`src/rtl/block_select_pkg.sv`:
```
// block_select_pkg
//
// Shared definitions for the block selection controller: FSM state
// encodings and the board coordinate widths. Imported by block_select_ctrl
// and select_timer.

package block_select_pkg;

    // Board coordinate widths (columns, rows).
    localparam int unsigned BLOCK_X_W = 5;
    localparam int unsigned BLOCK_Y_W = 3;

    // Selection FSM states. The encodings are fixed so that the state can be
    // decoded by downstream debug logic.
    typedef enum logic [1:0] {
        StIdle  = 2'd0,
        StArmed = 2'd1,
        StIssue = 2'd2
    } sel_state_e;

    // Width of a counter that must reach Cycles-1; never narrower than 1 bit.
    function automatic int unsigned cnt_width(input int unsigned cycles);
        return (cycles > 2) ? $clog2(cycles) : 1;
    endfunction

endpackage

```
`src/rtl/select_timer.sv`:
```
// select_timer
//
// Free-running cycle counter that measures how long a source selection has
// been armed. The counter clears on clear_i (priority), increments while
// enable_i is high and reports expired_o in the cycle where the count has
// reached TIMEOUT_CYC-1 while enabled.
//
// Parameters:
//   TIMEOUT_CYC  number of enabled cycles until expiry
//
// Ports:
//   clk_i      system clock
//   rst_i      synchronous active-high reset
//   clear_i    restart the count from zero
//   enable_i   count this cycle
//   expired_o  count has reached TIMEOUT_CYC-1 while enabled (combinational)

module select_timer
    import block_select_pkg::*;
#(
    parameter int unsigned TIMEOUT_CYC = 500_000_000
) (
    input  logic clk_i,
    input  logic rst_i,
    input  logic clear_i,
    input  logic enable_i,
    output logic expired_o
);

    localparam int unsigned CntW = cnt_width(TIMEOUT_CYC);
    localparam logic [CntW-1:0] CntLast = CntW'(TIMEOUT_CYC - 1);

    logic [CntW-1:0] cnt_q;

    always_ff @(posedge clk_i) begin
        if (rst_i || clear_i) begin
            cnt_q <= '0;
        end else if (enable_i) begin
            cnt_q <= cnt_q + CntW'(1);
        end
    end

    assign expired_o = enable_i && (cnt_q == CntLast);

endmodule

```
`src/rtl/block_select_ctrl.sv`:
```
// block_select_ctrl
//
// Converts the mouse interface's one-cycle left-click pulse plus block
// coordinates into board-level move commands. The first valid click arms a
// source block (sel_*), the second valid click on a different block commits
// a move (move_*) that is held on a valid/ready handshake until the game
// logic accepts it.
//
// Optional feature: define SELECT_TIMEOUT_EN to auto-cancel a source
// selection that stays armed for TIMEOUT_CYC cycles (uses select_timer).
// Without the macro an armed selection persists until a click, a my_turn
// drop or reset.
//
// Parameters:
//   TIMEOUT_CYC        armed-selection lifetime in cycles (timeout build only)
//
// Ports:
//   clk_i              system clock
//   rst_i              synchronous active-high reset
//   interboard_rst_i   synchronous active-high reset from the peer board
//   l_click_i          one-cycle left-click pulse
//   mouse_inblock_i    cursor lies inside a valid block
//   mouse_block_x_i    cursor block column
//   mouse_block_y_i    cursor block row
//   my_turn_i          local player may move
//   move_ready_i       game logic accepts the pending move this cycle
//   sel_valid_o        a source block is armed (highlight)
//   sel_block_x_o      armed source column
//   sel_block_y_o      armed source row
//   move_valid_o       move command pending
//   move_src_x_o/_y_o  move source block
//   move_dst_x_o/_y_o  move destination block
//
// All outputs are registered.

module block_select_ctrl
    import block_select_pkg::*;
#(
    parameter int unsigned TIMEOUT_CYC = 500_000_000
) (
    input  logic                 clk_i,
    input  logic                 rst_i,
    input  logic                 interboard_rst_i,
    input  logic                 l_click_i,
    input  logic                 mouse_inblock_i,
    input  logic [BLOCK_X_W-1:0] mouse_block_x_i,
    input  logic [BLOCK_Y_W-1:0] mouse_block_y_i,
    input  logic                 my_turn_i,
    input  logic                 move_ready_i,
    output logic                 sel_valid_o,
    output logic [BLOCK_X_W-1:0] sel_block_x_o,
    output logic [BLOCK_Y_W-1:0] sel_block_y_o,
    output logic                 move_valid_o,
    output logic [BLOCK_X_W-1:0] move_src_x_o,
    output logic [BLOCK_Y_W-1:0] move_src_y_o,
    output logic [BLOCK_X_W-1:0] move_dst_x_o,
    output logic [BLOCK_Y_W-1:0] move_dst_y_o
);

    // A one-cycle expiry window needs at least two counter states.
    if (TIMEOUT_CYC < 2) begin : g_bad_timeout
        $error("block_select_ctrl: TIMEOUT_CYC must be at least 2");
    end

    sel_state_e           state_q;
    logic                 sel_valid_q;
    logic [BLOCK_X_W-1:0] sel_x_q;
    logic [BLOCK_Y_W-1:0] sel_y_q;
    logic                 move_valid_q;
    logic [BLOCK_X_W-1:0] src_x_q;
    logic [BLOCK_Y_W-1:0] src_y_q;
    logic [BLOCK_X_W-1:0] dst_x_q;
    logic [BLOCK_Y_W-1:0] dst_y_q;

    logic rst_any;
    logic click_valid;
    logic click_outside;
    logic same_block;
    logic timeout_hit;

    assign rst_any       = rst_i || interboard_rst_i;
    assign click_valid   = l_click_i && mouse_inblock_i && my_turn_i;
    assign click_outside = l_click_i && !mouse_inblock_i;
    assign same_block    = (mouse_block_x_i == sel_x_q) && (mouse_block_y_i == sel_y_q);

`ifdef SELECT_TIMEOUT_EN
    logic timer_clear;
    logic timer_enable;

    // Clear on the edge that enters ARMED so the first armed cycle sees 0.
    assign timer_clear  = (state_q == StIdle) && click_valid;
    assign timer_enable = (state_q == StArmed);

    select_timer #(
        .TIMEOUT_CYC(TIMEOUT_CYC)
    ) u_select_timer (
        .clk_i    (clk_i),
        .rst_i    (rst_any),
        .clear_i  (timer_clear),
        .enable_i (timer_enable),
        .expired_o(timeout_hit)
    );
`else
    assign timeout_hit = 1'b0;
`endif

    always_ff @(posedge clk_i) begin
        if (rst_any) begin
            state_q      <= StIdle;
            sel_valid_q  <= 1'b0;
            sel_x_q      <= '0;
            sel_y_q      <= '0;
            move_valid_q <= 1'b0;
            src_x_q      <= '0;
            src_y_q      <= '0;
            dst_x_q      <= '0;
            dst_y_q      <= '0;
        end else begin
            unique case (state_q)
                StIdle: begin
                    if (click_valid) begin
                        sel_x_q     <= mouse_block_x_i;
                        sel_y_q     <= mouse_block_y_i;
                        sel_valid_q <= 1'b1;
                        state_q     <= StArmed;
                    end
                end

                StArmed: begin
                    // Priority: turn loss, outside click, valid click, timeout.
                    // A valid click therefore beats a same-cycle timeout.
                    if (!my_turn_i || click_outside) begin
                        sel_valid_q <= 1'b0;
                        state_q     <= StIdle;
                    end else if (click_valid) begin
                        sel_valid_q <= 1'b0;
                        if (same_block) begin
                            state_q <= StIdle;
                        end else begin
                            src_x_q      <= sel_x_q;
                            src_y_q      <= sel_y_q;
                            dst_x_q      <= mouse_block_x_i;
                            dst_y_q      <= mouse_block_y_i;
                            move_valid_q <= 1'b1;
                            state_q      <= StIssue;
                        end
                    end else if (timeout_hit) begin
                        sel_valid_q <= 1'b0;
                        state_q     <= StIdle;
                    end
                end

                StIssue: begin
                    // Committed move: clicks and turn changes are ignored until
                    // the game logic takes it.
                    if (move_ready_i) begin
                        move_valid_q <= 1'b0;
                        state_q      <= StIdle;
                    end
                end

                default: begin
                    sel_valid_q  <= 1'b0;
                    move_valid_q <= 1'b0;
                    state_q      <= StIdle;
                end
            endcase
        end
    end

    assign sel_valid_o   = sel_valid_q;
    assign sel_block_x_o = sel_x_q;
    assign sel_block_y_o = sel_y_q;
    assign move_valid_o  = move_valid_q;
    assign move_src_x_o  = src_x_q;
    assign move_src_y_o  = src_y_q;
    assign move_dst_x_o  = dst_x_q;
    assign move_dst_y_o  = dst_y_q;

endmodule

```
`config.mk`:
```
export PLATFORM = sky130hd
export DESIGN_NAME = block_select_ctrl
export DESIGN_NICKNAME = d
export VERILOG_FILES = /design/src/rtl/block_select_pkg.sv /design/src/rtl/select_timer.sv /design/src/rtl/block_select_ctrl.sv
export SDC_FILE = /design/constraint.sdc
export NUM_CORES = 1
export LEC_CHECK = 0
export ABC_AREA = 1
export CAP_MARGIN = 20
export CELL_PAD_IN_SITES_DETAIL_PLACEMENT = 1
export CELL_PAD_IN_SITES_GLOBAL_PLACEMENT = 1
export CORE_ASPECT_RATIO = 1.25
export CORE_MARGIN = 3
export CORE_UTILIZATION = 29
export DETAILED_ROUTE_END_ITERATION = 12
export GPL_ROUTABILITY_DRIVEN = 0
export PLACE_DENSITY_LB_ADDON = 0.1
export SKIP_CTS_REPAIR_TIMING = 1
export SLEW_MARGIN = 20
export SYNTH_ARGS = -nofsm -noshare
export SYNTH_HDL_FRONTEND = slang
export SYNTH_HIERARCHICAL = 1
export SYNTH_SLANG_ARGS = --single-unit
```
`constraint.sdc`:
```
create_clock -name clk_i -period 1.3 [get_ports clk_i]
set_input_delay 0.26 -clock clk_i [delete_from_list [all_inputs] [get_ports clk_i]]
set_output_delay 0.26 -clock clk_i [all_outputs]
set_load 0.01 [all_outputs]
```
==> out/qor.txt, run 1 <==
Die span in y: 83.4 um
Design Area, Final: 2440 um2
Floorplan core area: 4530 um2
Ratio of cells with drive above 1 in the final layout: 33.1%
Sw power: 0.419 mW
Fin cells: 333
Initial antenna violation count: 0
Max stage delay on crit path: 350 ps
Final WS setup: -77.2 ps
Final Hold Fails: 0
GRT overflow: 0
Number of core rows: 27
Fin. max-slew vios: 0
I/O pin cnt: 41
DR vias/cell: 4.62
Antenna Nets Post-Route: 0
Area leader, netlist: dfxtp_1
Failing checks: negative setup slack
Worst path top cell family by delay: simple AND/OR/NAND/NOR gates
Critical Path Most Common Cell: nor2_2
CP max FO: 5
Crit path arrival time: 1560 ps
P_int: 1.20 mW
Vias: 1,537
DRT Wirelength: 4790 um
Net Sw Frac: 25.9%
Dominant cells by area after synthesis: dfxtp_1 (40%), inv_1 (15%), nand2_1 (13%)
EDFF count, synth: 0
Largest net degree at the start of global routing: 26
Initial Utilization: 30.7%
Post-synth top cells: inv_1 (54), nand2_1 (49), dfxtp_1 (28)
DP HPWL: 2670 um
Reg power frac: 53.6%
Per-cell routed wire length: 14.4 um
CTS sink cnt: 28
Top-count cell post-synth: inv_1
Hold Crit Class: in -> reg
CP Class: reg -> reg
Area delta synth->final: 75.5%
Area post-placement: 1980 um2
Nets: 292
Worst EP required: 1490 ps
CTS tree: yes
First DRT Iteration DRCs: 35
Critical Path Start Type: flop
Antenna cells: 0
Outcome: finished with violations
Crit path depth: 9
Max_cap viols: 0
Leak: 1.53 nW
Vias in the first global route: 1,440
Port buffer count: 40
Crit path time final: 1380 ps
Num CTS Buffers: 3
Clock Tree Root: clkbuf_8
Clock Latency Late Sink: 290 ps
Placed cell count: 316
Slew headroom: 79.0%
WP buf/inv: 2
Htree depth: 1
Max clock buf depth: 2
Comb power frac: 15.6%
Clock transition at path regs: 100 ps
Yosys cell types: 19
Clock share of power: 30.9%
Worst IR Drop VDD: 0.388 mV
Hold depth: 3
Post-synth top area share: 40.4%
Syn Area/Cell: 6.71 um2
Drt pass-1 iters: 4
Finish-stage setup viols: 14
Total track usage: 13.8%
DR DRC count: 0
Post-Syn Instances: 207
Post-Syn Area: 1390 um2
Die extent in x: 67.9 um
PD cells: 665 nW/um2
Synth warnings: 6
Syn nets: 222
Async set-or-reset flop fraction in the synthesized netlist: 0%
Crit-path cells: xnor2_1, nand2_1, nor2_2, nand2_4, buf_6, nand3_4, nand2_2, inv_2, nor2_2
FMAX: 0.726 GHz
FF-to-FF path depth: 9
Seq cells post-synth: 28
Prevailing post-synth register cell: dfxtp_1
Tcrit/Tclk final: 106%
Slowest cell on the critical path: dfxtp_2
Full die area: 5660 um2
RSZ-0062 raised after global routing: true
Global-route wire length before repair: 6280 um
CP Capture Type: flop
Actual slew at the worst max-slew pin: 314 ps
Clk_skew: 11.1 ps
Post-synthesis sequential area ratio: 40.4%
## metal layers
metal	track usage [%]	part of all wire [%]	vias up
met5	0	0	-
met4	3.80	1.2	0
met3	2.03	2.9	4
met2	23.6	53	31
met1	17.6	43	731
li1	-	-	771
## cell usage in the layout, fill, tap and decap left out
| cell | netlist | layout |
|---|---|---|
| dlymetal6s2s_1 | 0 | 37 |
| inv_1 | 54 | 35 |
| nand2_1 | 49 | 33 |
| inv_2 | 0 | 19 |
| dfxtp_1 | 28 | 19 |
| buf_4 | 1 | 17 |
| nand2_2 | 0 | 16 |
| nand4_1 | 16 | 16 |
| nor2_1 | 20 | 15 |
| a21oi_1 | 12 | 12 |
| o21ai_0 | 9 | 9 |
| dfxtp_2 | 0 | 6 |
| nor2_2 | 1 | 4 |
| buf_12 | 0 | 4 |
| buf_6 | 1 | 4 |
| xnor2_1 | 5 | 3 |
| nor2_4 | 1 | 3 |
| nand3_4 | 1 | 3 |
| clkbuf_8 | 0 | 3 |
| clkbuf_16 | 0 | 3 |
| clkdlybuf4s50_1 | 0 | 3 |
| dfxtp_4 | 0 | 3 |
| xnor2_2 | 0 | 2 |
| nand2_4 | 1 | 1 |
| nor3_4 | 1 | 1 |
| nand3_1 | 1 | 1 |
| o211ai_1 | 1 | 1 |
| nand3_2 | 0 | 1 |
| buf_8 | 0 | 1 |
## through the flow
| step | setup TNS (ps) | util [%] | total power [mW] | setup WS [ps] | hold slack (ps) |
|---|---|---|---|---|---|
| 2_1_floorplan | 0 | - | 0.981 | 0.678 | 401 |
| 3_3_place_gp | -9500 | 43.8 | 1.09 | -410 | 454 |
| 3_5_place_dp | -9860 | 43.8 | 1.09 | -427 | 464 |
| 4_1_cts | -6010 | 44.7 | 1.57 | -265 | 480 |
| 5_1_grt | -2240 | 53.8 | 1.68 | -163 | 309 |
| 6_report | -715 | 53.8 | 1.62 | -77.2 | 271 |
## worst paths after layout
kind                            from                to  slack (ps)
hold / removal    mouse_block_y_i[2]  sel_block_y_o[2]         270
setup / recovery    sel_block_y_o[0]   move_src_y_o[0]         -80
hold reg to reg          sel_valid_o       sel_valid_o         470
setup reg to reg    sel_block_y_o[0]   move_src_y_o[0]         -80
## worst register-to-register path, cell delays in order (launching register included)
cell     delay [ps]
dfxtp_2         350
xnor2_1         160
nand2_1          80
nor2_2          150
nand2_4         110
buf_6           150
nand3_4         120
nand2_2          70
inv_2            50
nor2_2           30
## final cells by class
class / instances / area [um2]
Fill cell: 559 / 2090
Tap cell: 58 / 72.6
Inverter: 54 / 203
Multi-Input combinational cell: 121 / 706
Timing Repair Buffer: 69 / 836
Sequential cell: 28 / 579
Clock buffer: 3 / 41.3
## power groups by stage
stage,Sequential [mW],Combinational (mW),Clock (mW)
floorplan,0.894,0.0865,0
global placement,0.892,0.202,0
detailed placement,0.892,0.203,0
CTS,0.872,0.204,0.500
global route,0.870,0.274,0.536
finish,0.868,0.252,0.500
## registers in the layout, indices dropped and copies added (netlist names)
register       flops
move_dst_x_o       5
move_dst_y_o       3
move_src_x_o       5
move_src_y_o       3
move_valid_o       1
sel_block_x_o      5
sel_block_y_o      3
sel_valid_o        1
state_q            2
## cells by family after synthesis
family          Yosys count  synth area share (%)
simple gates             91                  30.7
xor+xnor                  5                  3.15
flops                    28                  40.4
buf+inv                  61                  17.7
compound gates           22                  8.11
Power figures use the tool's default switching activity.
==> run 2: changes to the inputs <==
--- a/config.mk
+++ b/config.mk
@@ -14,7 +14,8 @@
 export CORE_UTILIZATION = 29
 export DETAILED_ROUTE_END_ITERATION = 12
 export GPL_ROUTABILITY_DRIVEN = 0
-export PLACE_DENSITY_LB_ADDON = 0.1
+export HOLD_SLACK_MARGIN = 0.1
+export PLACE_DENSITY_LB_ADDON = 0.25
 export SKIP_CTS_REPAIR_TIMING = 1
 export SLEW_MARGIN = 20
 export SYNTH_ARGS = -nofsm -noshare
==> run 2 against run 1 <==
  * The run still ends with negative setup slack left
  * Clock power is 14% higher
  * Non-clock buffer count increased by 5
  * Total power up 4.0%
  * First-iteration DRC count is 110% higher
  * Largest cell class unchanged
==> out/qor.txt, run 2 (synthesis gave the netlist of run 1 again) <==
Outcome: finished with violations
Failing checks: negative setup slack
FMAX: 0.701 GHz
DRT Wirelength: 4870 um
Max_cap viols: 0
Reg power frac: 51.5%
FF-to-FF End: move_src_x_o[0]
FF-to-FF path depth: 11
Sw power: 0.427 mW
Ratio of cells with drive above 1 in the final layout: 26.3%
Worst EP required: 1520 ps
CTS tree: yes
Initial antenna violation count: 0
Max clock buf depth: 2
CTS sink cnt: 28
Floorplan core area: 4530 um2
R2R setup slack: -130 ps
Crit path time final: 1430 ps
Actual slew at the worst max-slew pin: 303 ps
RSZ-0062 raised after global routing: true
Slowest cell on the critical path: dfxtp_4
FF-to-FF Start: sel_block_y_o[1]
Commonest non-fill, non-tap cell in the layout: inv_1
Antenna cells: 0
Final Hold Fails: 0
Antenna Nets Post-Route: 0
Clock transition at path regs: 100 ps
Utilization after layout: 53.3%
Fillers: 553
Htree depth: 1
Worst IR Drop VDD: 0.447 mV
Net Sw Frac: 25.4%
Crit path arrival time: 1650 ps
Hold slack final: 288 ps
Clock Tree Root: clkbuf_8
Tcrit/Tclk final: 110%
Slew headroom: 79.8%
GRT overflow: 0
Clock Latency Late Sink: 290 ps
Max stage delay on crit path: 370 ps
Fin. max-slew vios: 0
Area post-placement: 2010 um2
First DRT Iteration DRCs: 74
Leak: 1.52 nW
Die span in y: 83.4 um
Final WS setup: -126 ps
CP Class: reg -> reg
Nets: 297
DR vias/cell: 4.62
Crit path depth: 11
P_int: 1.26 mW
Number of core rows: 27
Drt pass-1 iters: 4
I/O pin cnt: 41
Clk_skew: 4.80 ps
Vias in the first global route: 1,398
Area delta synth->final: 73.6%
CP max FO: 7
Crit-path cells: buf_6, inv_4, nand2_2, nand2_2, nand2_2, nor2_4, nand2_4, buf_8, nand4_1, nand2_1, nor2_1
Critical Path Start Type: flop
Finish-stage setup viols: 17
Per-cell routed wire length: 14.4 um
Worst path top cell family by delay: simple AND/OR/NAND/NOR gates
Commonest cells after routing, fill and taps aside: inv_1 (46), nand2_1 (42), dlymetal6s2s_1 (35), buf_4 (27), dfxtp_1 (19)
Die extent in x: 67.9 um
Global-route wire length before repair: 6310 um
Largest net degree at the start of global routing: 26
Vias: 1,567
Critical Path Most Common Cell: nand2_2
Hold_sp: mouse_block_y_i[2]
Critical Path Start: sel_block_y_o[1]
Hold EP: sel_block_y_o[2]
Port buffer count: 40
Design Area, Final: 2410 um2
Hold Crit Class: in -> reg
Comb power frac: 14.8%
Full die area: 5660 um2
DP HPWL: 2800 um
PD cells: 699 nW/um2
Setup TNS: -1210 ps
Initial Utilization: 30.7%
CP Capture Type: flop
Num CTS Buffers: 3
Hold depth: 3
DR DRC count: 0
Clock share of power: 33.8%
Total track usage: 14.5%
WP buf/inv: 3
## run 2: per-layer routing
layer / global-route usage (%) / share of wire (%) / vias to the layer above / wire (um)
met4: 6.15 / 2.3 / 0 / 112
met1: 18.5 / 41 / 749 / 2010
met3: 2.03 / 3.0 / 9 / 146
met2: 23.6 / 53 / 29 / 2590
met5: 0 / 0 / - / 0
li1: - / - / 780 / -
## run 2: power by group through the flow
stage | clock network, mW | logic [mW] | registers (mW)
2_1_floorplan | 0 | 0.0865 | 0.894
3_3_place_gp | 0 | 0.205 | 0.891
3_5_place_dp | 0 | 0.208 | 0.891
4_1_cts | 0.587 | 0.209 | 0.871
5_1_grt | 0.619 | 0.270 | 0.869
6_report | 0.569 | 0.249 | 0.867
## run 2: layout make-up
cell class                 count  area [um2]  area share [%]
inverter                      54         210            8.72
clock buffer                   4        55.1            2.28
timing repair buffer          74         820            34.0
multi-input combinational    121         674            28.0
sequential                    28         579            24.0
tap                           58        72.6            3.01
## run 2: worst max-delay path by stage
stage / end
floorplan: move_dst_x_o[2]
global placement: move_src_x_o[0]
detailed placement: move_src_x_o[0]
CTS: sel_block_y_o[1]
global route: move_src_x_o[0]
finish: move_src_x_o[0]
## run 2: through the flow
stage          cells  setup WS [ps]  power (mW)
2_1_floorplan    207          0.678       0.981
3_3_place_gp     320           -402        1.10
3_5_place_dp     320           -461        1.10
4_1_cts          324           -298        1.67
5_1_grt          339           -251        1.76
6_report         339           -126        1.69
## run 2: worst reg2reg max path, cell delays in order, from the launching register on
cell	delay (ps)
dfxtp_4	370
buf_6	120
inv_4	40
nand2_2	40
nand2_2	70
nand2_2	70
nor2_4	100
nand2_4	130
buf_8	170
nand4_1	70
nand2_1	70
nor2_1	120
